## config.mk

```make
export PLATFORM = sky130hd
export DESIGN_NAME = led_pwm_driver
export DESIGN_NICKNAME = d
export VERILOG_FILES = /design/src/rtl/led_pkg.sv /design/src/rtl/led_pwm_timebase.sv /design/src/rtl/led_pwm_driver.sv
export SDC_FILE = /design/constraint.sdc
export NUM_CORES = 1
export LEC_CHECK = 0
export ABC_AREA = 1
export CORE_ASPECT_RATIO = 1.5
export CORE_UTILIZATION = 40
export CTS_CLUSTER_DIAMETER = 80
export DETAILED_ROUTE_END_ITERATION = 10
export SYNTH_ARGS = -nofsm -noshare
export SYNTH_HDL_FRONTEND = slang
export SYNTH_SLANG_ARGS = --single-unit
```

## constraint.sdc

```tcl
create_clock -name clk -period 2.2 [get_ports clk]
set_clock_uncertainty 0.05 [all_clocks]
set_input_delay 0.22 -clock clk [delete_from_list [all_inputs] [get_ports clk]]
set_output_delay 0.22 -clock clk [all_outputs]
set_load 0.01 [all_outputs]
```

## src/rtl/led_pkg.sv

```systemverilog
// led_pkg: register map, CTRL bit positions and duty width shared by the LED PWM driver
package led_pkg;
    localparam logic [31:0] ADDR_CTRL   = 32'd0;
    localparam logic [31:0] ADDR_STATIC = 32'd1;
    localparam logic [31:0] ADDR_BLINK  = 32'd2;
    localparam logic [31:0] ADDR_DUTY   = 32'd3;
    localparam int CTRL_EN   = 0;
    localparam int CTRL_MODE = 1;
    localparam int DUTY_W    = 8;
    typedef enum logic {MODE_STATIC = 1'b0, MODE_PWM = 1'b1} mode_e;
endpackage

```

## src/rtl/led_pwm_timebase.sv

```systemverilog
// led_pwm_timebase: prescaler, 8-bit PWM counter and optional blink counter
//   clk, reset (sync, active low), i_en (counters run when 1, held at 0 when 0)
//   o_cnt  : PWM counter, o_tick : one-cycle pulse at prescaler wrap
//   o_phase: blink phase (MSB of blink counter); 0 unless LED_BLINK_EN is defined
module led_pwm_timebase
    import led_pkg::*;
#(
    parameter int PRESCALE = 100
) (
    input  logic              clk,
    input  logic              reset,
    input  logic              i_en,
    output logic [DUTY_W-1:0] o_cnt,
    output logic              o_tick,
    output logic              o_phase
);
    localparam int PW = PRESCALE > 1 ? $clog2(PRESCALE) : 1;
    logic [PW-1:0]     r_pre;
    logic [DUTY_W-1:0] r_cnt;
    assign o_tick = i_en && r_pre == PW'(PRESCALE - 1);
    assign o_cnt  = r_cnt;
    always_ff @(posedge clk) begin
        if (!reset || !i_en) begin
            r_pre <= '0;
            r_cnt <= '0;
        end else begin
            r_pre <= o_tick ? '0 : r_pre + 1'b1;
            r_cnt <= r_cnt + DUTY_W'(o_tick);
        end
    end
`ifdef LED_BLINK_EN
    logic [5:0] r_blink_cnt;
    // advances once per PWM period, i.e. on the tick that wraps the counter 255->0
    always_ff @(posedge clk) begin
        if (!reset || !i_en) r_blink_cnt <= '0;
        else if (o_tick && r_cnt == '1) r_blink_cnt <= r_blink_cnt + 1'b1;
    end
    assign o_phase = r_blink_cnt[5];
`else
    assign o_phase = 1'b0;
`endif
endmodule

```

## src/rtl/led_pwm_driver.sv

```systemverilog
// led_pwm_driver: register-mapped LED driver with static, PWM and optional blink modes
//   clk, reset (sync, active low)
//   Addr/DataIn/BE/WE : word-addressed register write port with byte enables
//   DataOut           : registered read data for the register at Addr
//   Drive             : registered LED drive, 1 = lit
//   Optional feature macro: LED_BLINK_EN (BLINK mask register and blink phase)
module led_pwm_driver
    import led_pkg::*;
#(
    parameter int CHANNELS = 16,
    parameter int PRESCALE = 100,
    parameter int ADDR_W   = 4
) (
    input  logic                clk,
    input  logic                reset,
    input  logic [ADDR_W-1:0]   Addr,
    input  logic [31:0]         DataIn,
    input  logic [3:0]          BE,
    input  logic                WE,
    output logic [31:0]         DataOut,
    output logic [CHANNELS-1:0] Drive
);
    logic [1:0]          r_ctrl;
    logic [CHANNELS-1:0] r_static;
    logic [DUTY_W-1:0]   r_duty [CHANNELS];
    logic [31:0]         r_dout;
    logic [CHANNELS-1:0] r_drive;
    logic [31:0]         w_addr;
    logic [CHANNELS-1:0] w_mask;
    logic [CHANNELS-1:0] w_blink;
    logic [CHANNELS-1:0] w_drive;
    logic [31:0]         w_rdata;
    logic [DUTY_W-1:0]   w_cnt;
    logic                w_tick_unused;
    logic                w_phase;
    mode_e               w_mode;
    led_pwm_timebase #(.PRESCALE(PRESCALE)) u_timebase (
        .clk     (clk),
        .reset   (reset),
        .i_en    (r_ctrl[CTRL_EN]),
        .o_cnt   (w_cnt),
        .o_tick  (w_tick_unused),
        .o_phase (w_phase)
    );
`ifdef LED_BLINK_EN
    logic [CHANNELS-1:0] r_blink;
    always_ff @(posedge clk) begin
        if (!reset) r_blink <= '0;
        else if (WE && w_addr == ADDR_BLINK) r_blink <= (r_blink & ~w_mask) | (DataIn[CHANNELS-1:0] & w_mask);
    end
    assign w_blink = r_blink;
`else
    // without the blink feature address 2 reads 0 and no channel is ever masked
    assign w_blink = '0;
`endif
    always_comb begin
        w_addr  = 32'(Addr);
        w_mode  = mode_e'(r_ctrl[CTRL_MODE]);
        w_mask  = '0;
        w_drive = '0;
        w_rdata = w_addr == ADDR_CTRL   ? 32'(r_ctrl)   :
                  w_addr == ADDR_STATIC ? 32'(r_static) :
                  w_addr == ADDR_BLINK  ? 32'(w_blink)  : '0;
        for (int i = 0; i < CHANNELS; i++) begin
            w_mask[i] = BE[i/8];
            if (w_addr == ADDR_DUTY + 32'(i/4)) w_rdata[8*(i%4) +: DUTY_W] = r_duty[i];
            // duty of all-ones is forced on so the channel never drops at cnt == 255
            w_drive[i] = r_ctrl[CTRL_EN] && !(w_blink[i] && w_phase) &&
                         (w_mode == MODE_PWM ? (r_duty[i] == '1 || w_cnt < r_duty[i]) : r_static[i]);
        end
    end
    always_ff @(posedge clk) begin
        if (!reset) begin
            r_ctrl   <= '0;
            r_static <= '0;
            r_dout   <= '0;
            r_drive  <= '0;
            for (int i = 0; i < CHANNELS; i++) r_duty[i] <= '0;
        end else begin
            r_dout  <= w_rdata;
            r_drive <= w_drive;
            if (WE && w_addr == ADDR_CTRL) r_ctrl <= (r_ctrl & ~{2{BE[0]}}) | (DataIn[1:0] & {2{BE[0]}});
            if (WE && w_addr == ADDR_STATIC) r_static <= (r_static & ~w_mask) | (DataIn[CHANNELS-1:0] & w_mask);
            for (int i = 0; i < CHANNELS; i++)
                if (WE && w_addr == ADDR_DUTY + 32'(i/4) && BE[i%4]) r_duty[i] <= DataIn[8*(i%4) +: DUTY_W];
        end
    end
    assign DataOut = r_dout;
    assign Drive   = r_drive;
endmodule

```

==> results_dict.tcl, run 1 <==
set metrics [dict create \
    status "completed" \
    critPathBufInv 1 \
    min_period_over_period_pct 89.6 \
    reg2reg_from "u_timebase.o_cnt[4]" \
    cts_max_level 1 \
    stdcell_count 1885 \
    syn_area_per_cell_um2 8.22 \
    syn_inst 1395 \
    wirelength_mm 33.3 \
    critPathMaxFanout 10 \
    die_area_mm2 0.0293 \
    io_buffers 90 \
    setup_tns_ns 0 \
    peakVddDrop_v 0.000449 \
    drive_above_1_share_pct 6.24 \
    r2r-end "Drive[11]" \
    grt_max_degree 78 \
    fmax_mhz 507 \
    synth-seq-area-share_pct 47.7 \
    num-nets-final 1681 \
    r2r_cells 7 \
    drv_slew 0 \
    die_h_um 209 \
    vias 9639 \
    worstPathCellList "buf_4 > ha_1 > nand2_1 > nor2_1 > nand2_1 > nand2_1 > a21oi_1" \
    worstSkewPairLatency_ns 0.52 \
    cts.sink_count 209 \
    fin_crit_ns 1.97 \
    grt-ovfl-total 0 \
    globalRouteMet2Util_pct 43.5 \
    synth_area_leaders "edfxtp_1 (34%), dfxtp_1 (14%), ha_1 (13%), nand2_1 (10%), nor2_1 (6.8%)" \
    slowest_delay_ns 0.85 \
    synth.distinct_cells 29 \
    powerDensity_mw_per_mm2 665 \
    place_area_mm2 0.0131 \
    start_kind "register" \
    via_per_inst 5.11 \
    power_mw 9.21 \
    ys_ff_latch 209 \
    postCtsHoldBufs 0 \
    yosysWarnings 0 \
    synth_edf_count 128 \
    tritoncts "done" \
    hold_class "input pin to register" \
    cts_buffers 22 \
    antenna_found_initial 0 \
    hold_viol 0 \
    drc 0 \
    worst_slew_pin_slew_ns 0.815 \
    drt_iter0_markers 553 \
    synth_top_area_share_pct 33.5 \
    crit_path_frequent_cell "nand2_1" \
    cap_violations 0 \
    row_count 75 \
    gp_congestion 0.952 \
    path_class "register to register" \
    met1_usage_pct 26.5 \
    slew_headroom_pct 45.6 \
    worst_ep_required_time_ns 2.56 \
    syn_nets 1553 \
    syn_to_final_growth_pct 20.8 \
    grtUsageTotal_pct 23.5 \
    top_usage_layer "met2" \
    leakage_nw 6.45 \
    ios 91 \
    cts_max_path_buffers 3 \
    grt_pass1_wl_mm 52.2 \
    cp.arrival_ns 2.33 \
    final-setup-viol-count 0 \
    first_pass_iters 5 \
    cts_setup_buffers 0 \
    die_w_um 140 \
    hold_start "reset" \
    hpwl_mm 25.7 \
    worstHoldEndpoint "u_timebase.o_cnt[1]" \
    ys.flop_type "edfxtp_1" \
    crit_family "flip-flops" \
    cts_resized 0 \
    timing.reg2reg.setup_slack_ns 0.23 \
    place_inst 1845 \
    clkTransAtPathRegs_ns 0.06 \
    routedWlPerCell_um 17.7 \
    insertedDiodeCount 0 \
    root_buffer "clkbuf_16" \
    final_core_util_pct 49.3 \
    cpMaxStageDelayCell "dfxtp_1" \
    gr-usage-met3_pct 2.85 \
    ant_nets 0 \
    synthArstFlopShare_pct 0 \
    crit_path_end_kind "register" \
    grt_pass1_vias 9889 \
    floorplan.initialDensity_pct 40.8 \
    holdPathStages 3 \
    grt_setup_unrepaired "false" \
    synthesis.area_mm2 0.0115 \
    design_area_mm2 0.0138 \
    synth_area_leader_cell "edfxtp_1" \
    fp.coreArea_mm2 0.0281 \
]
[how the worst max path moves through the flow]
stage                                    from                   to  slack, ns  depth (start not counted)
after floorplan                       Addr[2]        r_duty[0][16]       0.28                          6
after global placement                Addr[2]        r_duty[1][52]       0.13                          6
after detailed placement              Addr[2]        r_duty[1][54]       0.14                          6
after CTS                 u_timebase.o_cnt[4]             Drive[7]       0.27                          7
after global routing      u_timebase.r_pre[0]  u_timebase.o_cnt[6]       0.14                         10
final                     u_timebase.o_cnt[4]            Drive[11]       0.23                          7
[cell type report]
cell class	count	area, um^2
multi-input combinational	932	5020
timing repair buffer	141	1350
tap	346	433
sequential	209	5470
fill	2693	14200
clock inverter	12	166
clock buffer	28	594
inverter	217	816
[state kept, by name, indices dropped and copies added (netlist names), named ones only]
register	count
DataOut	32
Drive	16
r_duty	128
u_timebase.o_cnt	8
u_timebase.r_pre	7
[metal layers]
metal  up-vias  share of wire [%]
li1       4816                  -
met2       270                 52
met1      4467                 40
met5         -                  0
met4         0                4.1
met3        86                4.4
[cell usage in the layout, fill, tap and decap left out, drive strengths merged]
cell             n
o21a            14
and2             1
edfxtp         128
clkinv          13
nand4           36
nand2          320
a31oi            1
nor3b            3
buf             52
nor3            21
inv            212
and3             1
o21ai           69
nor2           213
nand3           39
bufinv           4
a21oi           86
dfxtp           81
o211ai          13
clkdlybuf4s50   89
clkbuf          28
ha             115
[cells by family (layout without fill, tap and decap cells)]
family	Yosys count	in the layout	synth area share, %
AOI/OAI and AO/OA	183	183	8.59
adders and majority gates	115	115	12.6
buffers and inverters	254	398	8.54
DFF	209	209	47.7
and+or+nand+nor	634	634	22.6
[stage by stage]
step	setup WS (ns)	hold WS, ns
finish	0.229	0.0108
global route	0.137	0.0242
CTS	0.265	0.00604
detailed placement	0.135	0.399
global placement	0.132	0.380
floorplan	0.279	0.334
[report_power, final]
part | internal [mW] | switching [mW]
Sequential | 4.35 | 0.147
Clock | 2.39 | 1.55
Combinational | 0.294 | 0.472
[Yosys cell counts, types with 18 or more instances]
master / number
a21oi_1: 86
clkbuf_1: 18
dfxtp_1: 81
edfxtp_1: 128
ha_1: 115
inv_1: 208
nand2_1: 319
nand3_1: 36
nand4_1: 36
nor2_1: 209
nor3_1: 21
o21ai_0: 58
[worst register-to-register path, stage by stage, from the launching register on]
cell     delay [ns]
dfxtp_1        0.85
buf_4          0.30
ha_1           0.24
nand2_1        0.07
nor2_1         0.03
nand2_1        0.05
nand2_1        0.04
a21oi_1        0.23
(Power assumes the default switching activity.)
==> inputs of run 2 (changes only) <==
CTS_CLUSTER_DIAMETER = 200   (was 80)
SLEW_MARGIN = 20   (was unset)
==> results of run 2 <==
The final DEF is identical to that of run 1; final timing and power are the same.
